===== config.mk =====
export PLATFORM = sky130hd
export DESIGN_NAME = bw_io_bsr_seq
export DESIGN_NICKNAME = d
export VERILOG_FILES = /design/src/rtl/bw_io_bsr_seq.sv
export SDC_FILE = /design/constraint.sdc
export NUM_CORES = 1
export LEC_CHECK = 0
export CAP_MARGIN = 10
export CORE_UTILIZATION = 55
export DETAILED_ROUTE_END_ITERATION = 8
export HOLD_SLACK_MARGIN = 0.1
export PLACE_DENSITY = 0.85
export SETUP_SLACK_MARGIN = 0.15
export SYNTH_ARGS = -nofsm -noshare
export SYNTH_HDL_FRONTEND = slang
export SYNTH_SLANG_ARGS = --single-unit

===== constraint.sdc =====
create_clock -name clk -period 3.9 [get_ports clk]
set_input_delay 0.39 -clock clk [delete_from_list [all_inputs] [get_ports clk]]
set_output_delay 0.39 -clock clk [all_outputs]
set_load 0.02 [all_outputs]

===== src/rtl/bw_io_bsr_seq.sv =====
// -----------------------------------------------------------------------------
// bw_io_bsr_seq
//
// Boundary-scan data-register sequencer for the I/O pad ring. It runs one
// scan operation at a time on the pad boundary-scan chain. It drives the
// shared chain controls (shift_dr, clock_dr, update_dr, mode_ctl, hiz_l) and
// the chain serial input. It also collects the bits that come out of the
// chain end.
//
// Operations (req_op):
//   00 SAMPLE_PRELOAD : capture, shift CHAIN_LEN bits, update; mode_ctl kept
//   01 EXTEST         : as above, then pads are driven from the BSR (mode_ctl=1)
//   10 HIGHZ          : tristate every pad (hiz_l=0), no chain activity
//   11 RELEASE        : give the pads back to the core (hiz_l=1, mode_ctl=0)
//
// Ports:
//   clk        in   core I/O clock
//   rst        in   asynchronous reset, active-high
//   req_valid  in   operation request
//   req_ready  out  sequencer idle and able to accept a request
//   req_op     in   [1:0] operation code (see above)
//   req_wdata  in   [CHAIN_LEN-1:0] data shifted into the chain, bit 0 first
//   rsp_valid  out  operation complete, response available
//   rsp_ready  in   consumer accepts the response (only looked at in DONE)
//   rsp_rdata  out  [CHAIN_LEN-1:0] data shifted out, bit 0 = first bit out
//   bsr_si     out  serial data into the chain
//   bso        in   serial data from the chain end
//   shift_dr   out  chain shift select
//   clock_dr   out  chain capture/shift strobe
//   update_dr  out  chain update strobe
//   mode_ctl   out  1 = pads driven from the boundary-scan register
//   hiz_l      out  0 = all pads tristated
//
// All outputs come straight from flops. Each output flop is loaded from the
// value its output must have in the state being entered.
// -----------------------------------------------------------------------------
module bw_io_bsr_seq #(
  parameter int CHAIN_LEN = 16,
  parameter int CNT_W     = 6
) (
  input  logic                 clk,
  input  logic                 rst,
  input  logic                 req_valid,
  output logic                 req_ready,
  input  logic [1:0]           req_op,
  input  logic [CHAIN_LEN-1:0] req_wdata,
  output logic                 rsp_valid,
  input  logic                 rsp_ready,
  output logic [CHAIN_LEN-1:0] rsp_rdata,
  output logic                 bsr_si,
  input  logic                 bso,
  output logic                 shift_dr,
  output logic                 clock_dr,
  output logic                 update_dr,
  output logic                 mode_ctl,
  output logic                 hiz_l
);

  typedef enum logic [2:0] {
    S_IDLE,
    S_CAPTURE,
    S_SHIFT,
    S_UPDATE,
    S_DONE
  } state_t;

  typedef enum logic [1:0] {
    OP_SAMPLE_PRELOAD = 2'b00,
    OP_EXTEST         = 2'b01,
    OP_HIGHZ          = 2'b10,
    OP_RELEASE        = 2'b11
  } op_t;

  localparam logic [CNT_W-1:0]     CNT_LAST = CNT_W'(CHAIN_LEN - 1);
  localparam logic [CHAIN_LEN-1:0] BIT0     = CHAIN_LEN'(1);

  // FSM and operation context
  state_t               state_q, state_d;
  op_t                  op_q, op_d;
  logic [CHAIN_LEN-1:0] wdata_q, wdata_d;
  logic [CHAIN_LEN-1:0] rdata_q, rdata_d;
  logic [CNT_W-1:0]     cnt_q, cnt_d;

  // Registered outputs
  logic req_ready_q, req_ready_d;
  logic rsp_valid_q, rsp_valid_d;
  logic bsr_si_q, bsr_si_d;
  logic shift_dr_q, shift_dr_d;
  logic clock_dr_q, clock_dr_d;
  logic update_dr_q, update_dr_d;
  logic mode_ctl_q, mode_ctl_d;
  logic hiz_l_q, hiz_l_d;

  // Helpers for bit-by-cnt access without an over-wide index
  logic [CHAIN_LEN-1:0] cap_mask;
  logic [CHAIN_LEN-1:0] si_sel;

  // ---------------------------------------------------------------------------
  // Next-state and next-output logic
  // ---------------------------------------------------------------------------
  always_comb begin
    state_d    = state_q;
    op_d       = op_q;
    wdata_d    = wdata_q;
    rdata_d    = rdata_q;
    cnt_d      = cnt_q;
    mode_ctl_d = mode_ctl_q;
    hiz_l_d    = hiz_l_q;
    cap_mask   = BIT0 << cnt_q;
    si_sel     = '0;

    case (state_q)
      S_IDLE: begin
        if (req_valid && req_ready_q) begin
          op_d    = op_t'(req_op);
          wdata_d = req_wdata;
          rdata_d = '0;
          case (op_t'(req_op))
            OP_SAMPLE_PRELOAD,
            OP_EXTEST: state_d = S_CAPTURE;
            OP_HIGHZ: begin
              // mode_ctl deliberately untouched
              hiz_l_d = 1'b0;
              state_d = S_DONE;
            end
            OP_RELEASE: begin
              hiz_l_d    = 1'b1;
              mode_ctl_d = 1'b0;
              state_d    = S_DONE;
            end
            default: state_d = S_IDLE;
          endcase
        end
      end

      S_CAPTURE: begin
        cnt_d   = '0;
        state_d = S_SHIFT;
      end

      S_SHIFT: begin
        // The chain end bit present during shift cycle cnt belongs in rdata[cnt]
        rdata_d = bso ? (rdata_q | cap_mask) : (rdata_q & ~cap_mask);
        if (cnt_q == CNT_LAST) begin
          // Park the counter; it never runs past the last cell
          cnt_d   = '0;
          state_d = S_UPDATE;
        end else begin
          cnt_d = cnt_q + 1'b1;
        end
      end

      S_UPDATE: begin
        // Pads switch to BSR drive only once the new data has been updated
        if (op_q == OP_EXTEST) begin
          mode_ctl_d = 1'b1;
        end
        state_d = S_DONE;
      end

      S_DONE: begin
        if (rsp_ready) begin
          state_d = S_IDLE;
        end
      end

      default: state_d = S_IDLE;
    endcase

    // Output flops take the value belonging to the state being entered
    si_sel      = wdata_d >> cnt_d;
    req_ready_d = (state_d == S_IDLE);
    rsp_valid_d = (state_d == S_DONE);
    shift_dr_d  = (state_d == S_SHIFT);
    clock_dr_d  = (state_d == S_CAPTURE) || (state_d == S_SHIFT);
    update_dr_d = (state_d == S_UPDATE);
    bsr_si_d    = (state_d == S_SHIFT) && si_sel[0];
  end

  // ---------------------------------------------------------------------------
  // State and output registers
  // ---------------------------------------------------------------------------
  always_ff @(posedge clk or posedge rst) begin
    if (rst) begin
      state_q     <= S_IDLE;
      op_q        <= OP_SAMPLE_PRELOAD;
      rdata_q     <= '0;
      cnt_q       <= '0;
      req_ready_q <= 1'b1;
      rsp_valid_q <= 1'b0;
      bsr_si_q    <= 1'b0;
      shift_dr_q  <= 1'b0;
      clock_dr_q  <= 1'b0;
      update_dr_q <= 1'b0;
      mode_ctl_q  <= 1'b0;
      hiz_l_q     <= 1'b1;
    end else begin
      state_q     <= state_d;
      op_q        <= op_d;
      rdata_q     <= rdata_d;
      cnt_q       <= cnt_d;
      req_ready_q <= req_ready_d;
      rsp_valid_q <= rsp_valid_d;
      bsr_si_q    <= bsr_si_d;
      shift_dr_q  <= shift_dr_d;
      clock_dr_q  <= clock_dr_d;
      update_dr_q <= update_dr_d;
      mode_ctl_q  <= mode_ctl_d;
      hiz_l_q     <= hiz_l_d;
    end
  end

  // Write data is reloaded on every accepted request, so it needs no reset
  always_ff @(posedge clk) begin
    wdata_q <= wdata_d;
  end

  assign req_ready = req_ready_q;
  assign rsp_valid = rsp_valid_q;
  assign rsp_rdata = rdata_q;
  assign bsr_si    = bsr_si_q;
  assign shift_dr  = shift_dr_q;
  assign clock_dr  = clock_dr_q;
  assign update_dr = update_dr_q;
  assign mode_ctl  = mode_ctl_q;
  assign hiz_l     = hiz_l_q;

`ifndef SYNTHESIS
  a_no_strobe_overlap: assert property (@(posedge clk) disable iff (rst)
    !(clock_dr_q && update_dr_q));
  a_update_pulse: assert property (@(posedge clk) disable iff (rst)
    update_dr_q |=> !update_dr_q);
  a_shift_only_in_shift: assert property (@(posedge clk) disable iff (rst)
    shift_dr_q == (state_q == S_SHIFT));
  a_si_quiet: assert property (@(posedge clk) disable iff (rst)
    !shift_dr_q |-> !bsr_si_q);
  a_cnt_range: assert property (@(posedge clk) disable iff (rst)
    cnt_q <= CNT_LAST);
`endif

endmodule


==> metrics.cfg <==
[finish]
areaGrowthSynthToFinish_pct = 27.1
multiInputGateArea_sq_um = 1040
drive_above_1_share_pct = 14.7
fin_cells = 316
antenna_cells = 0
final_nets = 289
num-fill-cells = 295
seq_area_sq_um = 1200

[pwr]
p_total_uw = 2190
p_leak_uw = 0.00131
vdd_drop_max_mv = 0.469
power_density_nw_per_um2 = 738

[placed_design]
portBuffers = 46
dp_slack_ps = 1590
dp_hpwl_microns = 3400
dp.cells = 307
finalWeightedCongestion = 0.835

[drt]
drcViolationCount = 0
wl_per_cell_microns = 14.9
firstDrtPassIters = 4
vias_per_cell = 5.74
vias = 1815
postRouteAntennaNets = 0
drt-total-wl_microns = 4720
first_iter_violations = 208

[synthesis]
synth_cell_types = 44
yosys-top-cells-area = dfrtp_1, dfxtp_1, o21ai_0
yosys_warnings = 0
synth_fp_nets = 241
yosysMostFrequentCell = o21ai_0
ys_seq_elements = 51
syn_area_sq_um = 2330
synth_edf_count = 0
syn_area_per_cell_sq_um = 10.7
syn_inst = 217
yosysTopAreaCell = dfrtp_1
ys.flop_type = dfrtp_1
seq_area_frac_synth_pct = 51.4
netlist.area_leader.share_pct = 35.4
async_flop_share_pct = 68.6
synth_common_cells = o21ai_0, dfrtp_1, a21oi_1

[grt]
grtUsageTotal_pct = 24.1
antenna_found_initial = 0
grt_pass1_wl_microns = 7980
grt_pass1_vias = 1729
overflow = 0
grt_max_degree = 31

[timing]
fin_crit_sh_pct = 57.2
worst_hold_slack_ps = 410
finClkSkew_ps = 7.33
tightestPinTransition_ps = 839
max_freq_ghz = 0.449
slew_headroom_pct = 43.3
hold_violations = 0
period_needed_ps = 2230
rsz0062_at_grt = no
tns_ps = 0
finalWorstSetupSlack_ps = 1670
maxSlewViolCount = 0
finalSetupViolations = 0

[clock_tree]
cts_buffers = 5
clockBufferDepth = 2
cts_tree = done
cts.sinks = 51
cts.clk_slew.worst_paths_ps = 90
htree_levels = 2
cts_setup_buffers = 0
cts_root_buffer = clkbuf_8
cts-resized-gates = 0
hold_buffers = 0
worstSkewPairLatency_ps = 300

[die]
die_h_microns = 67.1
fp.dieW_microns = 67.1
initial_core_util_pct = 57.9
coreArea_sq_um = 4030
pin_count = 47
die_area_sq_um = 4500
core.rowCount = 23

[setup_path]
start_kind = register
crit_type = register to register
endpoint_kind = register
cp.arrival_ps = 2460
worstPathRequired_ps = 4130
cp_max_fo = 10

[outcome]
status = completed

[min_path]
hold_path.class = input pin to async pin

[flow_run]
maxCapViolations = 0

## power breakdown
part           switching [uW]  internal (uW)
clock                     171            205
combinational             530            457
sequential                113            711
## worst paths after layout
path | slack [ps] | from | end | cells after the start
max | 1670 | state_q[0] | bsr_si | 7
min | 410 | rst | clock_dr | 2
min reg2reg | 480 | wdata_q[14] | wdata_q[14] | 1
max in group asynchronous | 2950 | rst | req_ready | 3
max reg2reg | 1670 | state_q[0] | bsr_si | 7
min in group clk | 480 | wdata_q[14] | wdata_q[14] | 1
## metrics by stage
step / area [sq um] / utilization [%]
2_1_floorplan: 2330 / -
3_3_place_gp: 2810 / 69.8
3_5_place_dp: 2810 / 69.8
4_1_cts: 2930 / 72.8
5_1_grt: 2960 / 73.5
6_report: 2960 / 73.5
## routing by layer
metal | GRT usage (%) | share of wire, % | vias to the layer above | wire length, microns
met3 | 5.48 | 4.4 | 11 | 207
met2 | 37.4 | 46 | 53 | 2190
met5 | 0 | 0 | - | 0
met4 | 9.04 | 2.3 | 0 | 107
li1 | - | - | 883 | -
met1 | 32.6 | 47 | 868 | 2210
## worst max-delay path: stages, from the launching register on
cell and delay (ps):
dfrtp_1 560, xor2_1 200, nand2b_1 210, o21ai_0 310, o21ai_1 140, nor4_1 320
or2b_1 270, o22ai_1 140
## cell type report
type                       count  share of cell area, %
timing repair buffer          48                   16.7
sequential                    51                   40.5
clock buffer                   8                   4.14
multi-input combinational    150                   35.2
inverter                       9                   1.31
tap                           50                   2.11
## logic make-up after synthesis
family                   count (synthesis)  share of synthesized area, %
adder cells (fa/ha/maj)                  1                         0.537
AND/OR/NAND/NOR                         46                          11.8
multiplexers                            31                          14.4
XOR/XNOR                                 1                         0.376
buffers and inverters                   16                          3.81
flip-flops                              51                          51.4
AO/OA/AOI/OAI                           71                          17.7
## state kept, by name, indices dropped and copies added (netlist names)
name,count
update_dr,1
req_ready,1
cnt_q,6
op_q,2
shift_dr,1
rsp_valid,1
state_q,3
hiz_l,1
mode_ctl,1
wdata_q,16
bsr_si,1
clock_dr,1
rsp_rdata,16
## layout by cell type (no fill, tap or decap), drive strengths merged, types with 2 or more instances in the layout
cell type	synthesis	layout
clkdlybuf4s50	0	46
o21ai	43	43
dfrtp	33	33
a21oi	17	17
mux2	17	17
dfxtp	16	16
mux2i	14	14
nand2	9	9
inv	9	9
clkbuf	4	8
nand3	6	6
nor2	6	6
nor2b	4	4
nor3	3	3
and2	3	3
nand2b	3	3
a31oi	3	3
a22oi	3	3
or2	2	2
and3	2	2
nor4	2	2
dfstp	2	2
buf	3	2
Note: power is estimated with default switching activity, not from simulation.
